**src/rtl/if_stage_pkg.sv**
```systemverilog
// Shared CPU constants for the fetch stage: NOP encoding, PC width/increment,
// instruction-memory depth and the IF/ID register payload type.
package if_stage_pkg;

    localparam int          PC_W      = 32;
    localparam logic [31:0] NOP       = 32'h0000_0000;
    localparam logic [31:0] PC_INC    = 32'd4;
    localparam int          IM_LENGTH = 1024;

    typedef struct packed {
        logic              valid;
        logic [PC_W-1:0]   pc;
        logic [PC_W-1:0]   pc_plus4;
        logic [31:0]       instr;
    } if_id_t;

    localparam if_id_t BUBBLE = '{valid: 1'b0, pc: '0, pc_plus4: '0, instr: NOP};

endpackage

```
**src/rtl/if_stage_if_id_reg.sv**
```systemverilog
// IF/ID pipeline register: bubble beats hold, hold beats load; resets to a bubble.
module if_id_reg
    import if_stage_pkg::*;
(
    input  logic   clk,
    input  logic   rst_n,
    input  logic   load,
    input  logic   hold,
    input  logic   bubble,
    input  if_id_t d,
    output if_id_t q
);

    always_ff @(posedge clk or negedge rst_n) begin
        if (!rst_n) begin
            q <= BUBBLE;
        end else if (bubble) begin
            q <= BUBBLE;
        end else if (hold) begin
            q <= q;
        end else if (load) begin
            // NOTE: sequential state always uses non-blocking assignment so every
            // register samples pre-edge values regardless of process ordering.
            q <= d;
        end
    end

endmodule

```
**src/rtl/if_stage.sv**
```systemverilog
// Instruction fetch stage: PC register, next-PC mux and IF/ID register.
// Optional performance counters are enabled with the IF_PERF_CNT_EN macro.
module if_stage
    import if_stage_pkg::*;
#(
    parameter logic [31:0] RESET_PC = 32'h0000_0000,
    parameter int          IM_AW    = 10
) (
    input  logic             clk,
    input  logic             rst_n,
    input  logic             stall,
    input  logic             flush,
    input  logic             redirect_valid,
    input  logic [31:0]      redirect_pc,
    output logic [IM_AW-1:0] imem_addr,
    input  logic [31:0]      imem_instr,
    output logic [31:0]      pc,
    output logic             id_valid,
    output logic [31:0]      id_pc,
    output logic [31:0]      id_pc_plus4,
    output logic [31:0]      id_instr
`ifdef IF_PERF_CNT_EN
    ,
    output logic [31:0]      perf_fetch_cnt,
    output logic [31:0]      perf_stall_cnt
`endif
);

    logic [PC_W-1:0] pc_plus4;
    logic [PC_W-1:0] next_pc;
    logic            id_bubble;
    logic            id_load;
    if_id_t          id_d;
    if_id_t          id_q;
    logic            unused_redirect_lsb;

    // Word-aligned target; the low redirect bits are intentionally dropped.
    assign unused_redirect_lsb = ^redirect_pc[1:0];

    assign pc_plus4  = pc + PC_INC;
    assign imem_addr = pc[IM_AW+1:2];

    always_comb begin
        next_pc = pc_plus4;
        if (redirect_valid) begin
            next_pc = {redirect_pc[31:2], 2'b00};
        end else if (stall) begin
            next_pc = pc;
        end
    end

    always_ff @(posedge clk or negedge rst_n) begin
        if (!rst_n) begin
            pc <= RESET_PC;
        end else begin
            pc <= next_pc;
        end
    end

    assign id_bubble = redirect_valid | flush;
    assign id_load   = !id_bubble && !stall;
    assign id_d      = '{valid: 1'b1, pc: pc, pc_plus4: pc_plus4, instr: imem_instr};

    if_id_reg u_if_id_reg (
        .clk    (clk),
        .rst_n  (rst_n),
        .load   (id_load),
        .hold   (stall),
        .bubble (id_bubble),
        .d      (id_d),
        .q      (id_q)
    );

    assign id_valid    = id_q.valid;
    assign id_pc       = id_q.pc;
    assign id_pc_plus4 = id_q.pc_plus4;
    assign id_instr    = id_q.instr;

`ifdef IF_PERF_CNT_EN
    always_ff @(posedge clk or negedge rst_n) begin
        if (!rst_n) begin
            perf_fetch_cnt <= '0;
            perf_stall_cnt <= '0;
        end else begin
            if (id_load) perf_fetch_cnt <= perf_fetch_cnt + 32'd1;
            if (stall && !redirect_valid) perf_stall_cnt <= perf_stall_cnt + 32'd1;
        end
    end
`endif

endmodule

```
**config.mk**
```make
export PLATFORM = sky130hd
export DESIGN_NAME = if_stage
export DESIGN_NICKNAME = d
export VERILOG_FILES = /design/src/rtl/if_stage_pkg.sv /design/src/rtl/if_stage_if_id_reg.sv /design/src/rtl/if_stage.sv
export SDC_FILE = /design/constraint.sdc
export NUM_CORES = 1
export LEC_CHECK = 0
export ABC_AREA = 0
export CAP_MARGIN = 5
export CORE_MARGIN = 1.5
export CORE_UTILIZATION = 49
export DETAILED_ROUTE_END_ITERATION = 16
export PLACE_DENSITY = 0.88
export SYNTH_ARGS = -nofsm -noshare
export SYNTH_HDL_FRONTEND = slang
export SYNTH_SLANG_ARGS = --single-unit
export TNS_END_PERCENT = 50
```
**constraint.sdc**
```tcl
create_clock -name clk -period 3.7 [get_ports clk]
set_clock_uncertainty 0.1 [all_clocks]
set_input_delay 0.74 -clock clk [delete_from_list [all_inputs] [get_ports clk]]
set_output_delay 0.74 -clock clk [all_outputs]
set_load 0.1 [all_outputs]
```
== Word-level counts from Yosys, hierarchy flattened ==
Index checks and enable logic that the tools add are counted.

* Flip-flop bits (word level): 129
* Bits of input ports: 69
* Output and inout port bits: 139
* Logic and storage cells: 19

* Add/subtract/negate cells: 1
* Equal/unequal tests: 2
* Muxes and demuxes: 5
* Bitwise logic cells: 1
* Reductions and logical operators: 5

{| class="wikitable"
|+ Operators with widths
! cell !! count
|-
| $mux 97 || 3
|-
| $mux 32 || 2
|-
| $add 32x3->32 const B || 1
|-
| $ne 2x1->1 const B || 2
|-
| $logic_not 1->1 || 2
|-
| $reduce_and 2->1 || 1
|-
| $reduce_bool 2->1 || 1
|-
| $logic_and 1x1->1 || 1
|-
| $or 1x1->1 || 1
|}

== Logic depth before layout (Yosys ltp) ==
Gate-level depths: netlist of run 1.

* Depth after elaboration: 6
* Depth in mapped cells: 7
* Mapped depth without buffers: 5

== Modules after synthesis ==
From an unflattened synthesis of run 1, not the netlist that was laid out.

* Cells, all modules: 733
* Area, all modules: 7,253.2 um^2

{| class="wikitable"
|+ By module, submodules not included
! module !! instances !! cells each !! area an instance (um^2) !! sequential area each (um^2)
|-
| if_id_reg || 1 || 440 || 4,870.9 || 2,427.3
|-
| if_stage || 1 || 293 || 2,382.3 || 750.7
|}

== Least setup slack after synthesis of run 1 ==
No wires, ideal clock.

* Path kind: register to register
* From: reg pc[2]
* To: reg pc[18]
* Setup time: 0.082 ns
* Arrival time: 2.749 ns
* Required time: 3.518 ns
* Path slack: 0.769 ns
* Stages on the path, launching flop included: 7
* Path buffers: 1
* Period minus slack after synthesis: 2.931 ns
* Cells stage by stage: dfrtp_1 -> ha_1 -> nand3_1 -> or3_1 -> clkbuf_1 -> or4_1 -> a31oi_1

* Longest elaborated chain between the ends: 3

{| class="wikitable"
|+ RTL lines
! item !! line !! RTL
|-
| from (decl) || if_stage.sv:17 || <nowiki>output logic [31:0] pc,</nowiki>
|-
| from (signal assigned) || if_stage.sv:56 || <nowiki>pc <= next_pc;</nowiki>
|-
| $add 32x3->32 || if_stage.sv:40 || <nowiki>assign pc_plus4 = pc + PC_INC;</nowiki>
|-
| $mux 32 || if_stage.sv:47 || <nowiki>end else if (stall) begin</nowiki>
|-
| $mux 32 || if_stage.sv:45 || <nowiki>if (redirect_valid) begin</nowiki>
|}

Every way passes these cells. The select of a mux whose other input is x is not followed.
A chain may end at the register's enable or synchronous reset.

== Worst setup path after layout of run 1 ==
* From: reg pc[21]
* To: out pc[21]

No word-level cell between the ends.

==> results of run 1 <==
[layout by cell type (no fill, tap or decap), types with 3 or more instances in the layout]
cell,count
or3_1,9
nor3_1,12
inv_1,4
clkdlybuf4s50_1,157
nor4_1,11
a21oi_1,18
mux2i_1,60
nand2_1,45
a31oi_1,23
o31ai_1,16
bufinv_16,3
nor2_1,89
or4_1,19
o21ai_0,43
o21a_1,3
nand4b_1,4
clkbuf_16,17
clkinv_2,3
xnor2_1,20
nand3_1,4
conb_1,6
nand4_1,10
clkbuf_8,7
o41ai_1,3
buf_4,52
a211oi_1,4
dfrtp_1,123
xor2_1,5
[state kept, by name, indices dropped and copies added (netlist names)]
| register | count |
|---|---|
| u_if_id_reg.q | 93 |
| pc | 30 |
[power by group]
part | internal (mW) | switching [mW] | leakage (nW)
clock network | 1.18 | 0.574 | 0.316
logic | 0.279 | 0.848 | 1.72
registers | 1.41 | 0.112 | 1.62
total | 2.88 | 1.53 | 3.66
[final timing paths]
check,from,endpoint,slack [ns]
min in group clk,u_if_id_reg.q[96]$_DFFE_PN0P_,u_if_id_reg.q[96]$_DFFE_PN0P_,0.39
hold / removal,rst_n,u_if_id_reg.q[52]$_DFFE_PN0P_,0.30
setup reg to reg,pc[8]$_DFFE_PN0N_,u_if_id_reg.q[57]$_DFFE_PN0P_,0.97
hold reg to reg,u_if_id_reg.q[96]$_DFFE_PN0P_,u_if_id_reg.q[96]$_DFFE_PN0P_,0.39
setup / recovery,pc[21]$_DFFE_PN0N_,pc[21],0.78
max in group asynchronous,rst_n,u_if_id_reg.q[94]$_DFFE_PN0P_,2.38
[cells by family after synthesis]
logic type	Yosys count	synth area share
adders and majority gates	1	0.00206
other	1	0.000618
DFF	123	0.507
muxes	60	0.0989
xor gates and xnor gates	25	0.0361
AOI/OAI and AO/OA	114	0.113
and+or+nand+nor	219	0.179
buffers and inverters	77	0.0635
[cells in the mapped netlist (10+ instances only)]
cell	number
dfrtp_1	123
nand2_1	45
nor4_1	11
nor2_1	89
a21oi_1	18
nand4_1	10
a31oi_1	23
o21ai_0	43
xnor2_1	20
or4_1	19
mux2i_1	60
buf_4	18
clkbuf_1	36
nor3_1	12
buf_2	16
o31ai_1	16
[final cells by class]
cell class / instances / area (sq um)
Multi-Input combinational cell: 425 / 2630
Tap cell: 168 / 210
Clock inverter: 6 / 105
Sequential cell: 123 / 3080
Timing Repair Buffer: 210 / 1980
Inverter: 5 / 18.8
Fill cell: 876 / 3510
Clock buffer: 26 / 529
[through the flow]
stage | cell area [sq um] | setup WS [ns] | std cells | total power [mW]
CTS | 8550 | 0.794 | 963 | 4.43
global placement | 7910 | 0.901 | 931 | 2.65
finish | 8550 | 0.781 | 963 | 4.41
detailed placement | 7910 | 0.881 | 931 | 2.67
floorplan | 6090 | 0.769 | 625 | 2.37
global route | 8550 | 0.750 | 963 | 4.55
[metal layers]
| layer | up-vias | share of wire | GRT usage |
|---|---|---|---|
| met5 | - | 0 | 0 |
| met4 | 0 | 0.026 | 0.119 |
| met3 | 38 | 0.072 | 0.0773 |
| met2 | 224 | 0.50 | 0.459 |
| met1 | 2728 | 0.41 | 0.346 |
| li1 | 2511 | - | - |
==> metrics.md, run 1 <==
| Metric | Value |
|---|---|
| Clock transition at path regs | 0.06 ns |
| Starting Density | 0.503 |
| WHS | 0.304 ns |
| Synth area leaders | dfrtp_1 51%, mux2i_1 9.9%, nor2_1 5.5% |
| CTS tree | done |
| Final Setup Violations | 0 |
| First-pass iteration count of the detailed router | 5 |
| Critical path arrival | 2.08 ns |
| First-pass GRT wire length | 28,300 um |
| CP endpoint kind | primary output |
| Slowest-stage cell, CP | clkdlybuf4s50_1 |
| Share of cells above drive strength 1 | 0.113 |
| Die area | 13,100 sq um |
| CTS root buf | clkbuf_16 |
| Core Region | 12,100 sq um |
| Global Route Usage Sum | 0.279 |
| Post-Syn Instances | 620 |
| Synthesized cell area | 6070 sq um |
| Hpwl dp | 12,000 um |
| Final WL | 17,600 um |
| Routability cong. | 0.819 |
| Number of global-route vias before repair | 5,533 |
| Crit-path cells | clkdlybuf4s50_1 |
| P_leak | 3.66 nW |
| Async set-reset flop share out of synthesis | 1.00 |
| Prevailing post-synth register cell | dfrtp_1 |
| Synth area leader | dfrtp_1 |
| Run status | completed |
| Number of core rows | 40 |
| Maxcap violations | 0 |
| Max-slew violations | 0 |
| YS warnings | 0 |
| Post-synth EDFFs | 0 |
| Max clock buf depth | 2 |
| Mean Syn Cell Area | 9.79 sq um |
| Setup bufs post-CTS | 0 |
| Post-CTS Resized | 0 |
| Final worst path period share | 0.789 |
| Cell Pwr Density | 516 nW/um^2 |
| Final hold vios | 0 |
| Number of DRC markers in iteration 0 | 401 |
| WP data required | 2.86 ns |
| Wire per inst | 18.3 um |
| Die Width | 114 um |
| Crit path max-delay family | buffers and inverters |
| CP startpoint kind | flip-flop |
| Worst skew pair latency | 0.41 ns |
| Synth cell types | 44 |
| Worst reg-to-reg path cell count | 4 |
| Top Ports | 208 |
| GR Overflow Total | 0 |
| Cts hold-fix bufs | 0 |
| Number of diodes | 0 |
| Vias | 5,501 |
| VDD IR max | 0.341 mV |
| Final core occ | 0.709 |
| Max H-tree Level | 4 |
| CP Class | reg2out |
| Initial antenna violation count | 0 |
| Achievable clock frequency | 343 MHz |
| Sequential area share after synthesis | 0.507 |
| Setup TNS Final | 0 ns |
| Largest net degree at the start of global routing | 68 |
| RSZ-0062 raised after global routing | false |
| TritonCTS Sinks | 123 |
| Synth-to-layout area growth | 40.8% |
| CP Buf/Inv Count | 1 |
| Final ANT Viol Nets | 0 |
| Post-layout min period | 2.92 ns |
| Slew HR | 0.308 |
| Hold Crit Class | in2async |
| PortBufs | 199 |
| Cts bufs inserted | 17 |
| Actual slew at the worst max-slew pin | 1.03 ns |
| FF+latch count, synth | 123 |
| Drt via density | 5.71 |
| Residual DRC count | 0 |
| Die Y | 114 um |
| Yosys top cell area share | 0.507 |
| Largest fanout on the critical path | 8 |
| Critical Path Max Stage Delay | 1.18 ns |
| Post-layout nets | 852 |
| Critical path depth | 1 |
No activity file was read; power rests on OpenSTA's default activity.
==> inputs of run 2 (changes only) <==
CORE_UTILIZATION = 41   (was 49)
PLACE_DENSITY = 0.79   (was 0.88)
clock period = 2.5 ns   (was 3.7 ns; I/O delays follow)
==> metrics.md, run 2 (synthesized netlist as in run 1, its figures left out) <==
| Metric | Value |
|---|---|
| Residual DRC count | 0 (unchanged) |
| Run status | completed |
| Final worst path period share | 0.946 |
| Share of cells above drive strength 1 | 0.277 (+0.163) |
| Clock transition at path regs | 0.06 ns (about the same) |
| Cts hold-fix bufs | 1 (+1) |
| WP data required | 2.73 ns (-0.13 ns) |
| Cts bufs inserted | 17 (unchanged) |
| Max-slew violations | 0 (unchanged) |
| Largest register FFs | 93 (unchanged) |
| CTS tree | done |
| Drt via density | 5.43 (-5.0%) |
| Max clock buf depth | 2 (unchanged) |
| Setup bufs post-CTS | 0 (unchanged) |
| Top Ports | 208 (unchanged) |
| Die Width | 125 um (+9.1%) |
| Hold endpoint | u_if_id_reg.q[82]$_DFFE_PN0P_ |
| GR Overflow Total | 0 (unchanged) |
| Hold Path Cell Cnt | 3 |
| Global Route Usage Sum | 0.229 (-0.0499) |
| Achievable clock frequency | 423 MHz |
| Hpwl dp | 12,300 um (+3.0%) |
| PortBufs | 199 (unchanged) |
| Largest fanout on the critical path | 11 (+3) |
| Most common cell after layout, fill and taps aside | buf_4 |
| CTS root buf | clkbuf_16 |
| First-pass GRT wire length | 28,300 um (about the same) |
| CP startpoint kind | flip-flop |
| Final WL | 17,600 um (-0.14%) |
| Biggest regs | u_if_id_reg.q (93), pc (30) |
| Critical path arrival | 2.60 ns (+0.52 ns) |
| Number of DRC markers in iteration 0 | 405 (+1.0%) |
| First-pass iteration count of the detailed router | 5 (unchanged) |
| Final Setup Violations | 0 (unchanged) |
| Final ANT Viol Nets | 0 (unchanged) |
| Top reg by flops | u_if_id_reg.q |
| Vias | 5,432 (-1.3%) |
| Wire per inst | 17.5 um (-3.9%) |
| Post-layout nets | 874 (+2.6%) |
| TritonCTS Sinks | 123 (unchanged) |
| Die area | 15,500 sq um (+19%) |
| P_leak | 3.88 nW (+6.1%) |
| Cell Pwr Density | 736 nW/um^2 (+43%) |
| Dpl cell area | 7950 sq um (+0.43%) |
| Starting Density | 0.419 (-0.0840) |
| Slew HR | 0.567 (+0.259) |
| Initial antenna violation count | 0 (unchanged) |
| FF-to-FF setup slack | 0.13 ns (-0.84 ns) |
| Total chip power | 6.26 mW (+42%) |
| Setup TNS Final | 0 ns (unchanged) |
| Worst skew pair latency | 0.42 ns (about the same) |
| Final hold vios | 0 (unchanged) |
| Routability cong. | 0.822 (+0.34%) |
| Final core occ | 0.588 (-0.121) |
| Post-layout min period | 2.37 ns |
| Core Region | 14,500 sq um (+20%) |
| Number of global-route vias before repair | 5,200 (-6.0%) |
| CP Class | reg2reg |
| Maxcap violations | 0 (unchanged) |
| Die Y | 125 um (+9.1%) |
| Hold Startpoint | stall |
| Worst R2R End | u_if_id_reg.q[56]$_DFFE_PN0P_ |
| Final instance area | 8510 sq um (-0.48%) |
| VDD IR max | 0.400 mV (+17%) |
| Number of core rows | 44 (+10%) |
| Worst reg-to-reg path cell count | 5 (+1) |
| Post-CTS Resized | 0 (unchanged) |
| Max H-tree Level | 4 (unchanged) |
| Reg2reg start | pc[2]$_DFFE_PN0N_ |
| Synth-to-layout area growth | 40.2% |
| Commonest non-fill, non-tap cells in the layout | 162 x buf_4, 99 x dfrtp_1, 89 x nor2_1, 64 x clkdlybuf4s50_1, 60 x mux2i_1 |
| Actual slew at the worst max-slew pin | 0.650 ns (-0.385 ns) |
| Number of diodes | 0 (unchanged) |
| RSZ-0062 raised after global routing | false |
| Hold Crit Class | in2reg |
| CP endpoint kind | flip-flop |
| Largest net degree at the start of global routing | 42 (-38%) |
==> run 2: cell types whose count changed in the layout (fill, tap and decap cells not counted), moves of 2 or more <==
cell,before,now
dfrtp_1,123,99
clkbuf_1,2,4
bufinv_16,3,1
clkinv_2,3,6
buf_4,52,162
clkbuf_8,7,3
clkdlybuf4s50_1,157,64
buf_12,1,4
dfrtp_4,0,7
dfrtp_2,0,17
==> run 2: area by class of cell <==
class                           count  area (sq um)
Fill cell                        1285          5970
Timing Repair Buffer              232          1960
Clock inverter                      8          67.6
Inverter                            5          18.8
Clock buffer                       24           482
Tap cell                          184           230
Multi-Input combinational cell    425          2630
Sequential cell                   123          3130
==> run 2: power by group <==
part	internal [mW]	total, mW	switching, mW
clock	1.43	2.31	0.875
combinational	0.426	1.71	1.28
sequential	2.11	2.25	0.139
==> run 2: worst max-delay path by stage <==
| stage | start | to | slack [ns] | depth (start not counted) |
|---|---|---|---|---|
| after floorplan | pc[4]$_DFFE_PN0N_ | pc[18]$_DFFE_PN0N_ | -0.002 | 6 |
| after global placement | pc[12]$_DFFE_PN0N_ | u_if_id_reg.q[63]$_DFFE_PN0P_ | 0.20 | 4 |
| after detailed placement | pc[12]$_DFFE_PN0N_ | u_if_id_reg.q[59]$_DFFE_PN0P_ | 0.17 | 4 |
| after CTS | pc[2]$_DFFE_PN0N_ | u_if_id_reg.q[56]$_DFFE_PN0P_ | 0.16 | 5 |
| after global routing | pc[2]$_DFFE_PN0N_ | u_if_id_reg.q[56]$_DFFE_PN0P_ | 0.05 | 5 |
| final | pc[2]$_DFFE_PN0N_ | u_if_id_reg.q[56]$_DFFE_PN0P_ | 0.13 | 5 |
==> run 2: critical path: stages (launching register included) <==
cell     delay, ns
dfrtp_4       0.49
ha_1          0.27
nand3_1       0.13
or3_1         0.56
or4_1         0.52
a31oi_1       0.21
==> run 2: routing by layer <==
| layer | wire (um) | track usage | vias to the layer above |
|---|---|---|---|
| met5 | 0 | 0 | - |
| met4 | 244 | 0.0730 | 0 |
| met3 | 1270 | 0.0657 | 20 |
| met2 | 8410 | 0.356 | 209 |
| met1 | 7650 | 0.310 | 2655 |
| li1 | - | - | 2548 |
==> run 2: metrics by stage <==
step	hold WS [ns]	cells	setup WS, ns
2_1_floorplan	0.104	625	-0.00225
3_3_place_gp	0.336	968	0.197
3_5_place_dp	0.341	968	0.173
4_1_cts	0.310	1001	0.155
5_1_grt	0.339	1001	0.0451
6_report	0.331	1001	0.135
